--- src/rtl/alu_multicycle.sv ---
// Handshaked WIDTH-bit ALU with registered result/flags; single-cycle ops plus an
// optional shift-add multiplier compiled in with ALU_MUL_EN.
module alu_multicycle #(
  parameter int WIDTH = 8
) (
  input  logic             clk,
  input  logic             rst,
  input  logic             in_valid,
  output logic             in_ready,
  input  logic [3:0]       op,
  input  logic [WIDTH-1:0] srcA,
  input  logic [WIDTH-1:0] srcB,
  output logic             out_valid,
  output logic [WIDTH-1:0] result,
  output logic [WIDTH-1:0] result_hi,
  output logic             zero,
  output logic             carry,
  output logic             negative,
  output logic             overflow
);
  // state  | meaning
  // S_IDLE | ready; single-cycle ops complete here, MUL is launched from here
  // S_MUL  | one shift-add step per cycle, exits when the down-counter hits 0

  localparam int SHW = $clog2(WIDTH);
  localparam int MSB = WIDTH - 1;

  localparam logic [3:0] OP_ADD  = 4'd0;
  localparam logic [3:0] OP_SUB  = 4'd1;
  localparam logic [3:0] OP_AND  = 4'd2;
  localparam logic [3:0] OP_OR   = 4'd3;
  localparam logic [3:0] OP_SLT  = 4'd4;
  localparam logic [3:0] OP_NOT  = 4'd5;
  localparam logic [3:0] OP_NOP  = 4'd7;
  localparam logic [3:0] OP_XOR  = 4'd8;
  localparam logic [3:0] OP_SLTU = 4'd9;
  localparam logic [3:0] OP_SHL  = 4'd10;
  localparam logic [3:0] OP_SHR  = 4'd11;
  localparam logic [3:0] OP_SAR  = 4'd12;

  logic [WIDTH:0]   add_full;
  logic [WIDTH:0]   sub_full;
  logic [SHW-1:0]   shamt;
  logic [WIDTH-1:0] alu_res;
  logic             alu_c;
  logic             alu_v;

  assign shamt    = srcB[SHW-1:0];
  assign add_full = {1'b0, srcA} + {1'b0, srcB};
  assign sub_full = {1'b0, srcA} - {1'b0, srcB};

  // Reserved codes (and MUL when not built in) fall through to result 0.
  always_comb begin
    alu_res = '0;
    alu_c   = 1'b0;
    alu_v   = 1'b0;
    case (op)
      OP_ADD: begin
        alu_res = add_full[WIDTH-1:0];
        alu_c   = add_full[WIDTH];
        alu_v   = (srcA[MSB] == srcB[MSB]) && (add_full[MSB] != srcA[MSB]);
      end
      OP_SUB: begin
        alu_res = sub_full[WIDTH-1:0];
        alu_c   = sub_full[WIDTH];
        alu_v   = (srcA[MSB] != srcB[MSB]) && (sub_full[MSB] != srcA[MSB]);
      end
      OP_AND:  alu_res = srcA & srcB;
      OP_OR:   alu_res = srcA | srcB;
      OP_SLT:  alu_res = {{(WIDTH-1){1'b0}}, $signed(srcA) < $signed(srcB)};
      OP_NOT:  alu_res = ~srcB;
      OP_NOP:  alu_res = srcA;
      OP_XOR:  alu_res = srcA ^ srcB;
      OP_SLTU: alu_res = {{(WIDTH-1){1'b0}}, srcA < srcB};
      OP_SHL:  alu_res = srcA << shamt;
      OP_SHR:  alu_res = srcA >> shamt;
      OP_SAR:  alu_res = $unsigned($signed(srcA) >>> shamt);
      default: ;
    endcase
  end

`ifdef ALU_MUL_EN
  localparam logic [3:0] OP_MUL   = 4'd13;
  localparam logic [SHW:0] CNT_INIT = (SHW+1)'(WIDTH);
  localparam logic [SHW:0] CNT_LAST = (SHW+1)'(1);

  typedef enum logic {S_IDLE, S_MUL} state_t;

  state_t           state;
  logic [WIDTH-1:0] mcand;
  logic [WIDTH-1:0] acc_hi;
  logic [WIDTH-1:0] acc_lo;
  logic [WIDTH-1:0] result_hi_q;
  logic [SHW:0]     cnt;
  logic [WIDTH:0]   step_sum;
  logic [WIDTH-1:0] next_hi;
  logic [WIDTH-1:0] next_lo;

  // acc_lo starts as the multiplier and fills with product bits as it shifts out.
  assign step_sum  = {1'b0, acc_hi} + (acc_lo[0] ? {1'b0, mcand} : '0);
  assign next_hi   = step_sum[WIDTH:1];
  assign next_lo   = {step_sum[0], acc_lo[WIDTH-1:1]};
  assign in_ready  = (state == S_IDLE);
  assign result_hi = result_hi_q;

  always_ff @(posedge clk) begin
    if (rst) begin
      state       <= S_IDLE;
      mcand       <= '0;
      acc_hi      <= '0;
      acc_lo      <= '0;
      cnt         <= '0;
      out_valid   <= 1'b0;
      result      <= '0;
      result_hi_q <= '0;
      zero        <= 1'b1;
      carry       <= 1'b0;
      negative    <= 1'b0;
      overflow    <= 1'b0;
    end else begin
      out_valid <= 1'b0;
      case (state)
        S_IDLE: begin
          if (in_valid) begin
            if (op == OP_MUL) begin
              mcand  <= srcA;
              acc_lo <= srcB;
              acc_hi <= '0;
              cnt    <= CNT_INIT;
              state  <= S_MUL;
            end else begin
              out_valid   <= 1'b1;
              result      <= alu_res;
              result_hi_q <= '0;
              zero        <= (alu_res == '0);
              carry       <= alu_c;
              negative    <= alu_res[MSB];
              overflow    <= alu_v;
            end
          end
        end
        S_MUL: begin
          acc_hi <= next_hi;
          acc_lo <= next_lo;
          cnt    <= cnt - 1'b1;
          if (cnt == CNT_LAST) begin
            state       <= S_IDLE;
            out_valid   <= 1'b1;
            result      <= next_lo;
            result_hi_q <= next_hi;
            zero        <= ({next_hi, next_lo} == '0);
            carry       <= (next_hi != '0);
            negative    <= next_lo[MSB];
            overflow    <= 1'b0;
          end
        end
        default: state <= S_IDLE;
      endcase
    end
  end
`else
  assign in_ready  = 1'b1;
  assign result_hi = '0;

  always_ff @(posedge clk) begin
    if (rst) begin
      out_valid <= 1'b0;
      result    <= '0;
      zero      <= 1'b1;
      carry     <= 1'b0;
      negative  <= 1'b0;
      overflow  <= 1'b0;
    end else begin
      out_valid <= in_valid;
      if (in_valid) begin
        result   <= alu_res;
        zero     <= (alu_res == '0);
        carry    <= alu_c;
        negative <= alu_res[MSB];
        overflow <= alu_v;
      end
    end
  end
`endif

endmodule

--- config.mk ---
export PLATFORM = sky130hd
export DESIGN_NAME = alu_multicycle
export DESIGN_NICKNAME = d
export VERILOG_FILES = /design/src/rtl/alu_multicycle.sv
export SDC_FILE = /design/constraint.sdc
export NUM_CORES = 1
export LEC_CHECK = 0
export CAP_MARGIN = 0
export CORE_MARGIN = 2
export CORE_UTILIZATION = 35
export DETAILED_ROUTE_END_ITERATION = 10
export HOLD_SLACK_MARGIN = 0.1
export PLACE_DENSITY = 0.59
export SYNTH_ARGS = -nofsm -noshare
export SYNTH_HDL_FRONTEND = slang
export SYNTH_SLANG_ARGS = --single-unit
--- constraint.sdc ---
create_clock -name clk -period 9 [get_ports clk]
set_clock_uncertainty 0.15 [all_clocks]
set_input_delay 1.35 -clock clk [delete_from_list [all_inputs] [get_ports clk]]
set_output_delay 1.35 -clock clk [all_outputs]
set_load 0.05 [all_outputs]
==> flow_metrics.tcl <==
set metrics [dict create \
    crit_path_start_kind "input pin" \
    postSynthAreaPerCell_um2 7.56 \
    fp.dieArea_mm2 0.00816 \
    postLayoutSetupSlackWorst_ns 3.92 \
    cp_max_fo 26 \
    final_cells 460 \
    post_cts_hold_buffer_count 0 \
    synth.area.top_cells "ha_1 (12%), dfxtp_1 (9.2%), mux4_2 (6.0%), nor2_1 (4.5%), a21oi_1 (4.2%)" \
    max_cap_viol_count 0 \
    vias_post_dr 2774 \
    dp_worst_setup_slack_ns 3.81 \
    unrepaired_setup_endpoints_after_global_routing "no" \
    die_y_um 90.3 \
    cts.htree.levels 1 \
    relSlewSlack_pct 20.5 \
    leading_cell_types_by_count_after_synthesis "nor2_1 (31), ha_1 (26), a21oi_1 (22), inv_1 (22), nand2_1 (17)" \
    grt_antenna_before_repair 0 \
    numCtsBuffers 3 \
    worst_hold_path_type "flip-flop to flip-flop" \
    globalRoute.totalOverflow 0 \
    post-route-min-period_ns 5.08 \
    fp.dieW_um 90.3 \
    via_per_inst 6.03 \
    reg2reg_setup_slack_ns 7.98 \
    period_share_pct 56.4 \
    cts_setup_buffers 0 \
    ir_drop_mv 0.0411 \
    outcome "finished clean" \
    number_of_global_route_vias_before_repair 2425 \
    routed_wl_um 8180 \
    initial_core_utilization_pct 36.0 \
    timing.setup.tns_ns 0 \
    post_synth_inst_count 345 \
    number_of_top_level_pins 45 \
    place.detailed.hpwl_um 6190 \
    core_region_area_mm2 0.00725 \
    synth_top_flop_cell "dfxtp_1" \
    rows 31 \
    postRouteAntennaNets 0 \
    clk_transition_reported_paths_ns 0.05 \
    clk_path_buf_depth 2 \
    number_of_drc_markers_in_iteration_0 313 \
    number_of_instances_in_the_placed_design 456 \
    p_leak_nw 1.16 \
    slew_viol_final 0 \
    final_layout_size_suffix_gt1_share_pct 7.48 \
    finish.net_count 413 \
    cts.sinks 12 \
    place_congestion 0.918 \
    synthesis.area_mm2 0.00261 \
    timing_hold_violations_final 0 \
    netlist-cell-type-count 64 \
    worst_pin_slew_ns 1.18 \
    timing.fmax_ghz 0.197 \
    setup_viol 0 \
    timing.critical_path.to_type "flip-flop" \
    synth.ff_latch_count 12 \
    antennaDiodeCount 0 \
    flow.area_growth_from_synthesis_pct 15.9 \
    critPathArrivalTime_ns 5.05 \
    required_ns 8.98 \
    yosysMostFrequentCell "nor2_1" \
    cts.repair.resized 0 \
    synth-async-reset-ratio_pct 0 \
    tritoncts "done" \
    synth_sequential_area_ratio_pct 9.21 \
    edff_count_synth 0 \
    cts_root_cell "clkbuf_8" \
    numPortBuffers 35 \
    power_per_cell_area_mw_per_mm2 91.9 \
    yosys.area.top_type_share_pct 12.5 \
    setup.worst_path.class "input pin to flip-flop" \
    detailedRoute.firstPassIterationCount 5 \
    wire_per_inst_um 17.8 \
    globalRouteTotalUtil_pct 19.6 \
    yosysWarnings 0 \
    clock_latency_ns 0.24 \
    grt_first_pass_wirelength_um 13100 \
    drc 0 \
    pin_count_of_the_biggest_net_entering_global_routing 35 \
    synth_area_leader_cell "ha_1" \
]
[path summary, 6_finish.rpt]
kind / endpoint / start / cells after the start
worst max-delay path: zero$_SDFFE_PP1P_ / op[3] / 9
worst min-delay path: overflow$_SDFFE_PP0P_ / overflow$_SDFFE_PP0P_ / 2
worst max register to register: zero$_SDFFE_PP1P_ / zero$_SDFFE_PP1P_ / 2
worst min register to register: overflow$_SDFFE_PP0P_ / overflow$_SDFFE_PP0P_ / 2
[final cells by class]
cell class	instances	area, um^2
Fill cell	759	4230
Multi-Input combinational cell	281	2120
Timing Repair Buffer	41	395
Sequential cell	12	240
Tap cell	99	124
Inverter	23	86.3
Clock buffer	4	55.1
[cell usage in the layout (no fill, tap or decap), types with 4 or more instances in the layout]
master           instances
a221oi_1                 4
o211ai_1                 5
nor4_1                   5
a211oi_1                12
nor2_1                  31
nor2b_1                  8
nor4bb_1                 4
nor3_1                  14
dfxtp_1                 12
clkdlybuf4s50_1         35
a31oi_1                  5
inv_1                   22
o21ai_0                 12
nand2b_1                 9
nand3_1                  9
mux4_2                   7
clkbuf_8                 4
nand2_1                 17
mux2i_1                  5
nand3b_1                 4
nor3b_1                  4
ha_1                    26
buf_4                    6
a21oi_1                 22
conb_1                   9
[critical path: stages]
cell and delay (ns):
clkdlybuf4s50_1 0.45, buf_4 0.27, nor4bb_1 1.03, mux2i_1 0.16, a2111oi_0 0.71, o21ai_0 0.32, o2111ai_1 0.29, nor4_2 0.10
a311o_1 0.36
[registers in the layout, summed over array words and instances (netlist names)]
register	count
zero	1
overflow	1
result	8
out_valid	1
carry	1
[metal layers]
metal	GRT usage [%]	wire length (um)	vias up
met2	30.4	3850	139
met3	1.50	563	13
met5	0	0	-
li1	-	-	1320
met1	29.2	3640	1302
met4	5.26	131	0
[report_power, final]
group | internal (mW) | switching [mW]
Sequential | 0.0572 | 0.00182
Clock | 0.0386 | 0.0190
Combinational | 0.0609 | 0.100
[per-stage QoR]
| stage | utilization (%) | hold WS (ns) | area (um^2) | power, mW |
|---|---|---|---|---|
| floorplan | - | 0.545 | 2640 | 0.174 |
| global placement | 40.9 | 0.309 | 2970 | 0.218 |
| CTS | 41.7 | 0.337 | 3020 | 0.278 |
| global route | 41.7 | 0.355 | 3020 | 0.295 |
| detailed placement | 40.9 | 0.328 | 2970 | 0.219 |
| finish | 41.7 | 0.334 | 3020 | 0.278 |
[cell families after synthesis]
kind of cell | synth area share [%]
compound gates | 26.6
xor+xnor | 1.01
fa+ha+maj | 14.0
buf+inv | 10.4
flops | 9.21
mux | 10.8
other cells | 0.288
simple gates | 27.6
Power figures use the tool's default switching activity.
